File: src/rtl/l15_simple_transducer_pkg.sv
// Shared L1.5 request/return encodings and widths for the simple transducer.
package l15_simple_transducer_pkg;

  localparam int L15_THREADID_WIDTH = 1;
  localparam int TLB_CSM_WIDTH      = 33;
  localparam int L15_AMO_OP_WIDTH   = 4;

  // PCX request types
  localparam logic [4:0] PCX_REQTYPE_LOAD  = 5'b00000;
  localparam logic [4:0] PCX_REQTYPE_STORE = 5'b00001;

  // CPX return types
  localparam logic [3:0] CPX_RESTYPE_LOAD      = 4'h0;
  localparam logic [3:0] CPX_RESTYPE_STORE_ACK = 4'h4;
  localparam logic [3:0] CPX_RESTYPE_INVAL     = 4'h3;
  localparam logic [3:0] CPX_RESTYPE_INTERRUPT = 4'h7;

  // Transducer FSM encodings
  localparam logic [1:0] ST_IDLE      = 2'd0;
  localparam logic [1:0] ST_REQ       = 2'd1;
  localparam logic [1:0] ST_WAIT_RESP = 2'd2;
  localparam logic [1:0] ST_RESP      = 2'd3;

  // Request type for a client operation
  function automatic logic [4:0] pcx_rqtype(input logic we);
    return we ? PCX_REQTYPE_STORE : PCX_REQTYPE_LOAD;
  endfunction

endpackage

File: src/rtl/l15_simple_transducer.sv
// Single-outstanding valid/ready load/store port to L1.5 transducer protocol,
// with response routing, unsolicited-return draining and a response watchdog.
module l15_simple_transducer
  import l15_simple_transducer_pkg::*;
#(
  parameter int unsigned                    TIMEOUT_CYCLES = 4096,
  parameter logic [L15_THREADID_WIDTH-1:0]  THREADID       = '0
) (
  input  logic                          clk,
  input  logic                          rst_n,
  // client request
  input  logic                          req_val,
  output logic                          req_rdy,
  input  logic                          req_we,
  input  logic [39:0]                   req_addr,
  input  logic [2:0]                    req_size,
  input  logic [63:0]                   req_wdata,
  input  logic                          req_nc,
  // client response
  output logic                          rsp_val,
  input  logic                          rsp_rdy,
  output logic [63:0]                   rsp_rdata,
  output logic [1:0]                    rsp_err,
  output logic                          rsp_timeout,
  // request to L1.5
  output logic                          transducer_l15_val,
  output logic [4:0]                    transducer_l15_rqtype,
  output logic                          transducer_l15_nc,
  output logic [2:0]                    transducer_l15_size,
  output logic [L15_THREADID_WIDTH-1:0] transducer_l15_threadid,
  output logic [39:0]                   transducer_l15_address,
  output logic [63:0]                   transducer_l15_data,
  output logic [63:0]                   transducer_l15_data_next_entry,
  output logic [L15_AMO_OP_WIDTH-1:0]   transducer_l15_amo_op,
  output logic                          transducer_l15_prefetch,
  output logic                          transducer_l15_invalidate_cacheline,
  output logic                          transducer_l15_blockstore,
  output logic                          transducer_l15_blockinitstore,
  output logic [1:0]                    transducer_l15_l1rplway,
  output logic [TLB_CSM_WIDTH-1:0]      transducer_l15_csm_data,
  input  logic                          l15_transducer_ack,
  input  logic                          l15_transducer_header_ack,
  // return from L1.5
  input  logic                          l15_transducer_val,
  input  logic [3:0]                    l15_transducer_returntype,
  input  logic [63:0]                   l15_transducer_data_0,
  input  logic [63:0]                   l15_transducer_data_1,
  input  logic [1:0]                    l15_transducer_error,
  output logic                          transducer_l15_req_ack
);

  logic [1:0]  state;
  logic        pend_we;
  logic [39:0] pend_addr;
  logic [2:0]  pend_size;
  logic [63:0] pend_wdata;
  logic        pend_nc;
  logic [4:0]  pend_rqtype;
  logic [31:0] wd_cnt;
  logic [63:0] rdata_q;
  logic [1:0]  err_q;

  logic        ret_live;
  logic        load_match;
  logic        store_match;
  logic        rsp_match;
  logic        timeout_hit;
  logic [63:0] ret_rdata;
  logic        unused_ok;

  assign unused_ok = l15_transducer_header_ack;

  // Return decode; a return coinciding with the request ack is treated as
  // already in WAIT_RESP so it is routed rather than dropped.
  always_comb begin
    ret_live    = l15_transducer_val &&
                  ((state == ST_WAIT_RESP) || ((state == ST_REQ) && l15_transducer_ack));
    load_match  = ret_live && !pend_we && (l15_transducer_returntype == CPX_RESTYPE_LOAD);
    store_match = ret_live &&  pend_we && (l15_transducer_returntype == CPX_RESTYPE_STORE_ACK);
    rsp_match   = load_match || store_match;
    ret_rdata   = '0;
    if (load_match) begin
      ret_rdata = pend_addr[3] ? l15_transducer_data_1 : l15_transducer_data_0;
    end
    // a matching return in the expiry cycle wins over the watchdog
    timeout_hit = (TIMEOUT_CYCLES != 0) && (state == ST_WAIT_RESP) &&
                  (wd_cnt == TIMEOUT_CYCLES - 32'd1) && !rsp_match;
  end

  // Client-facing and L1.5-facing outputs
  always_comb begin
    req_rdy                 = rst_n && (state == ST_IDLE);
    rsp_val                 = (state == ST_RESP);
    rsp_rdata               = rdata_q;
    rsp_err                 = err_q;
    rsp_timeout             = rst_n && timeout_hit;
    transducer_l15_req_ack  = rst_n && l15_transducer_val;
    transducer_l15_val      = (state == ST_REQ);
    transducer_l15_rqtype   = pend_rqtype;
    transducer_l15_nc       = pend_nc;
    transducer_l15_size     = pend_size;
    transducer_l15_threadid = THREADID;
    transducer_l15_address  = pend_addr;
    transducer_l15_data     = pend_wdata;
    transducer_l15_data_next_entry      = '0;
    transducer_l15_amo_op               = '0;
    transducer_l15_prefetch             = 1'b0;
    transducer_l15_invalidate_cacheline = 1'b0;
    transducer_l15_blockstore           = 1'b0;
    transducer_l15_blockinitstore       = 1'b0;
    transducer_l15_l1rplway             = '0;
    transducer_l15_csm_data             = '0;
  end

  // Transaction FSM, request capture, response capture and watchdog
  always_ff @(posedge clk) begin
    if (!rst_n) begin
      state       <= ST_IDLE;
      pend_we     <= 1'b0;
      pend_addr   <= '0;
      pend_size   <= '0;
      pend_wdata  <= '0;
      pend_nc     <= 1'b0;
      pend_rqtype <= '0;
      wd_cnt      <= '0;
      rdata_q     <= '0;
      err_q       <= '0;
    end else begin
      case (state)
        ST_IDLE: begin
          if (req_val) begin
            pend_we     <= req_we;
            pend_addr   <= req_addr;
            pend_size   <= req_size;
            pend_wdata  <= req_wdata;
            pend_nc     <= req_nc;
            pend_rqtype <= pcx_rqtype(req_we);
            state       <= ST_REQ;
          end
        end
        ST_REQ: begin
          if (l15_transducer_ack) begin
            wd_cnt <= '0;
            if (rsp_match) begin
              rdata_q <= ret_rdata;
              err_q   <= l15_transducer_error;
              state   <= ST_RESP;
            end else begin
              state <= ST_WAIT_RESP;
            end
          end
        end
        ST_WAIT_RESP: begin
          if (rsp_match) begin
            rdata_q <= ret_rdata;
            err_q   <= l15_transducer_error;
            state   <= ST_RESP;
          end else if (timeout_hit) begin
            rdata_q <= '0;
            err_q   <= 2'b11;
            state   <= ST_RESP;
          end else begin
            wd_cnt <= wd_cnt + 32'd1;
          end
        end
        default: begin
          if (rsp_rdy) begin
            state <= ST_IDLE;
          end
        end
      endcase
    end
  end

endmodule

File: config.mk
export PLATFORM = sky130hd
export DESIGN_NAME = l15_simple_transducer
export DESIGN_NICKNAME = d
export VERILOG_FILES = /design/src/rtl/l15_simple_transducer_pkg.sv /design/src/rtl/l15_simple_transducer.sv
export SDC_FILE = /design/constraint.sdc
export NUM_CORES = 1
export LEC_CHECK = 0
export CORE_AREA = 2 2 210 212
export CTS_CLUSTER_SIZE = 8
export DETAILED_ROUTE_END_ITERATION = 10
export DIE_AREA = 0 0 212 214
export PLACE_DENSITY = 0.61
export SLEW_MARGIN = 20
export SYNTH_ARGS = -nofsm -noshare
export SYNTH_HDL_FRONTEND = slang
export SYNTH_SLANG_ARGS = --single-unit
File: constraint.sdc
create_clock -name clk -period 4.35 [get_ports clk]
set_input_delay 0.435 -clock clk [delete_from_list [all_inputs] [get_ports clk]]
set_output_delay 0.435 -clock clk [all_outputs]
set_load 0.01 [all_outputs]
# After elaboration in Yosys (flattened, before gate mapping)
# Cells that the tools add are included.
# totals
inputBits	250
register_bits	214
# classes
n_addsub	1
mux	23
n_reduce_logical	23
eq_ne	11
# op_table
op	n
$mux 64	6
$pmux 64 s2	1
$mux 32	3
$pmux 32 s2	1
$add 32x1->32 const B	1
$eq 32x12->1 const B	1
$mux 2	8
$reduce_and 4->1	3
$logic_and 1x1->1	11
$ne 2x2->1 const B	3
$pmux 2 s3	1
$eq 2x2->1 const B	2
$eq 4x3->1 const B	1
$logic_not 4->1	1
$ne 2x1->1 const B	2
$pmux 2 s2	1
$reduce_bool 4->1	1
$ne 3x3->1 const B	1
$eq 2x1->1 const B	1
$logic_not 1->1	2
$logic_not 2->1	1
$logic_or 1x1->1	2
$mux 1	2
$reduce_and 2->1	1
$reduce_bool 2->1	1

# Logic depth before layout (Yosys ltp)
# logic_depth
depth_word	12
mapped_depth	9
mapped_depth_nobuf	7

# Worst setup path after synthesis
# Ideal clock, no wire load.
# synth_path
kind	reg2reg
from	register wd_cnt[0]
to	register rdata_q[62], in the netlist rsp_rdata[62]
n_path_buf	3
period_less_slack_ns	2.611
path_slack_ns	1.739
arrival_time_ns	2.539
path_stages_with_launch	10
cell_sequence	dfxtp_1 -> ha_1 -> nand3_2 -> or4_4 -> or4_1 -> buf_2 -> a21oi_4 -> buf_6 -> buf_8 -> mux2i_1
# synth_via
elab_chain_cells	5
# synth_rtl
item	line_no	source
from (decl)	l15_simple_transducer.sv:59	logic [31:0] wd_cnt;
from (signal assigned)	l15_simple_transducer.sv:163	wd_cnt <= wd_cnt + 32'd1;
$eq 32x12->1	l15_simple_transducer.sv:87	(wd_cnt == TIMEOUT_CYCLES - 32'd1) && !rsp_match;
$logic_and 1x1->1	l15_simple_transducer.sv:86	timeout_hit = (TIMEOUT_CYCLES != 0) && (state == ST_WAIT_RESP) &&
$logic_and 1x1->1	l15_simple_transducer.sv:87	
$ne 3x3->1 (no source line)	n/a	
$reduce_and 4->1 (no source line)	n/a	
to (signal assigned)	l15_simple_transducer.sv:145	rdata_q <= ret_rdata;
to (signal assigned)	l15_simple_transducer.sv:155	rdata_q <= ret_rdata;
to (decl)	l15_simple_transducer.sv:60	logic [63:0] rdata_q;
# Every way passes these cells.
# A chain may end at the register's enable or synchronous reset.

# Worst setup path in the final report
# layout_path
from	register wd_cnt[0]
to	output port rsp_timeout
# layout_via
elab_chain_cells	4
# layout_rtl
item	line_no	source
$eq 32x12->1	l15_simple_transducer.sv:87	
$logic_and 1x1->1	l15_simple_transducer.sv:86	
$logic_and 1x1->1	l15_simple_transducer.sv:87	
$logic_and 1x1->1	l15_simple_transducer.sv:96	rsp_timeout = rst_n && timeout_hit;
to (decl)	l15_simple_transducer.sv:24	output logic rsp_timeout,
# Every way passes these cells.

==> out/results.ini <==
[yosys]
synth_area_sq_um=10200
yosysSeqAreaShare=0.411
ys_async_sr_fraction=0
syn_area_per_cell_sq_um=8.15
synth_top_area_share=0.411
synth_area_leaders=dfxtp_1 (41%), nand2_1 (14%), buf_4 (8.5%)
yosysWarningCount=0
synth_top_cell_by_area=dfxtp_1
synth-edff-count=0
ys_ff_latch=209
synth-main-ff-cell=dfxtp_1
synth_cell_types=52
synthCells=1248

[timing]
maxSlewHeadroom=0.330
slew_viol_final=0
worst_clock_skew_ns=0.0220
min_period_ns=3.87
setup_viol=0
hold_violations=0
worst_slew_pin_slew_ns=0.997
fmax_mhz=259
rsz0062_at_grt=no
tns_ns=0
fin_crit_sh=0.889

[clocking]
cts_resized=0
insertion_delay_ns=0.56
clkSlewWorstSetupHoldPaths_ns=0.05
cts_tree=built
numCtsBuffers=30
cts_post_setup_buffers_inserted=0
ctsHoldBuffers=0
root_buffer=clkbuf_16
clock_path_buffers=3
cts.sinks=209
ctsHtreeMaxLevel=1

[outcome]
outcome=finished, final reports clean

[place]
portBuffers=428
dp_hpwl_microns=25000
gp_congestion=0.837

[worst_setup_path]
path_cells=ha_1 > nand3_2 > or4_4 > or4_1 > nor2_1 > clkdlybuf4s50_1
critPathLaunchType=flip-flop
crit_type=flip-flop to output port
worstPathArrival_ns=3.43
cp-end-kind=output port
reg2reg_setup_slack_ns=1.00
crit_required_ns=3.91
rr_worst_depth=7
path_buf_inv=1
rr_endpoint=rsp_rdata[45]$_SDFFE_PN0P_
cpLargestDelayFamily=simple AND/OR/NAND/NOR gates
cp_slowest_stage_delay_ns=0.75
crit_slowest_cell=or4_1
crit_path_max_fanout=8
regToRegStartpoint=wd_cnt[0]$_SDFFE_PN0P_

[floorplanning]
die_width_microns=212
io_pins=542
die_area_sq_um=45400
dieHeight_microns=214
rows=76
initial_core_util=0.237
coreArea_sq_um=42900

[power_and_ir_drop]
p_per_area_nw_per_um2=401
p_leak_uw=0.00536
vdd_drop_max_v=0.000267

[min_path]
min_to=pend_we$_SDFFE_PN0P_
min_path_cells=3
holdCritStartpoint=req_we
hp-class=input port to flip-flop

[run]
maxCapViolations=0

[global_routing]
antenna_found_initial=0
grt_pass1_vias=9455
track_usage=0.146
grt_pass1_wl_microns=52900
grt-ovfl-total=0
grt_max_degree=90

[final_layout]
final_cell_mix=clkdlybuf4s50_1 (427), nand2_1 (379), dfxtp_1 (208)
diodes=0
utilization=0.359
drive_above_1_share=0.0808
final_nets=1896
final_common_cell=clkdlybuf4s50_1
area_growth_pct=51.4

[detailed_routing]
drt_iter0_drc=572
via_count=9743
drc=0
vias_per_cell=4.37
drt-pass1-iter-count=8
ant_nets=0
wl_per_cell_microns=15.5
wirelength_microns=34600

## sequential cells by signal (all words and copies together) (netlist names)
register / count
wd_cnt: 32
transducer_l15_nc: 1
transducer_l15_data: 64
state: 2
rsp_err: 2
transducer_l15_size: 3
pend_we: 1
rsp_rdata: 64
transducer_l15_address: 40
## metrics by stage
stage | setup slack, ns | power [uW] | area (sq um) | cells | hold slack (ns)
6_report | 0.483 | 6180 | 15400 | 2231 | 0.424
4_1_cts | 0.469 | 6270 | 15400 | 2230 | 0.399
3_3_place_gp | 1.09 | 4110 | 14600 | 2193 | 0.442
5_1_grt | 0.358 | 6520 | 15400 | 2231 | 0.418
2_1_floorplan | 1.74 | 3280 | 10600 | 1359 | 0.468
3_5_place_dp | 0.988 | 4130 | 14600 | 2193 | 0.446
## worst max-delay path by stage
stage / from / end / depth (start not counted)
final: wd_cnt[0]$_SDFFE_PN0P_ / rsp_timeout / 6
after global routing: wd_cnt[0]$_SDFFE_PN0P_ / rsp_timeout / 6
after CTS: wd_cnt[0]$_SDFFE_PN0P_ / rsp_timeout / 6
after detailed placement: wd_cnt[0]$_SDFFE_PN0P_ / rsp_rdata[45]$_SDFFE_PN0P_ / 7
after global placement: wd_cnt[0]$_SDFFE_PN0P_ / rsp_rdata[49]$_SDFFE_PN0P_ / 7
after floorplan: wd_cnt[0]$_SDFFE_PN0P_ / rsp_rdata[62]$_SDFFE_PN0P_ / 9
## cells in the mapped netlist, types with 5 or more instances
| cell type | number |
|---|---|
| nand2_1 | 380 |
| clkbuf_1 | 75 |
| a31oi_1 | 12 |
| a21oi_1 | 122 |
| and3_1 | 5 |
| buf_4 | 115 |
| o211ai_1 | 6 |
| or4_1 | 7 |
| nor3_1 | 12 |
| nand4_1 | 13 |
| dfxtp_1 | 209 |
| inv_1 | 9 |
| mux2i_1 | 66 |
| nor4_1 | 13 |
| o21ai_0 | 17 |
| nand3_1 | 22 |
| mux2_2 | 64 |
| or3_1 | 10 |
| o31ai_1 | 6 |
| ha_1 | 5 |
| nor2_1 | 20 |
## layer usage
layer,track usage,part of all wire,vias up
met5,0,0,-
met2,0.250,0.49,375
met3,0.0346,0.067,69
met4,0.0613,0.034,0
met1,0.173,0.41,4520
li1,-,-,4779
## report_power, final
part / internal, uW / switching, uW
combinational: 848 / 1020
sequential: 2110 / 103
clock: 1270 / 828
total: 4230 / 1960
## cell type report
class	count	area (sq um)
fill	4415	27500
multi-input combinational	943	5170
timing repair buffer	448	4470
sequential	209	4190
clock buffer	37	808
tap	585	732
inverter	9	36.3
## worst min-delay path: stages
cell and delay, ns:
clkdlybuf4s50_1 0.39, nand2_1 0.05, a21oi_1 0.05
## kinds of logic (layout without fill, tap and decap cells)
family / count (synthesis) / count (layout) / share of synthesized area
AND/OR/NAND/NOR: 499 / 499 / 0.208
flip-flops: 209 / 209 / 0.411
buffers and inverters: 207 / 494 / 0.124
AO/OA/AOI/OAI: 195 / 195 / 0.113
multiplexers: 130 / 130 / 0.136
adder cells (fa/ha/maj): 5 / 5 / 0.00615
XOR/XNOR: 2 / 2 / 0.00172
other: 1 / 112 / 0.000369
(Power assumes the default switching activity.)
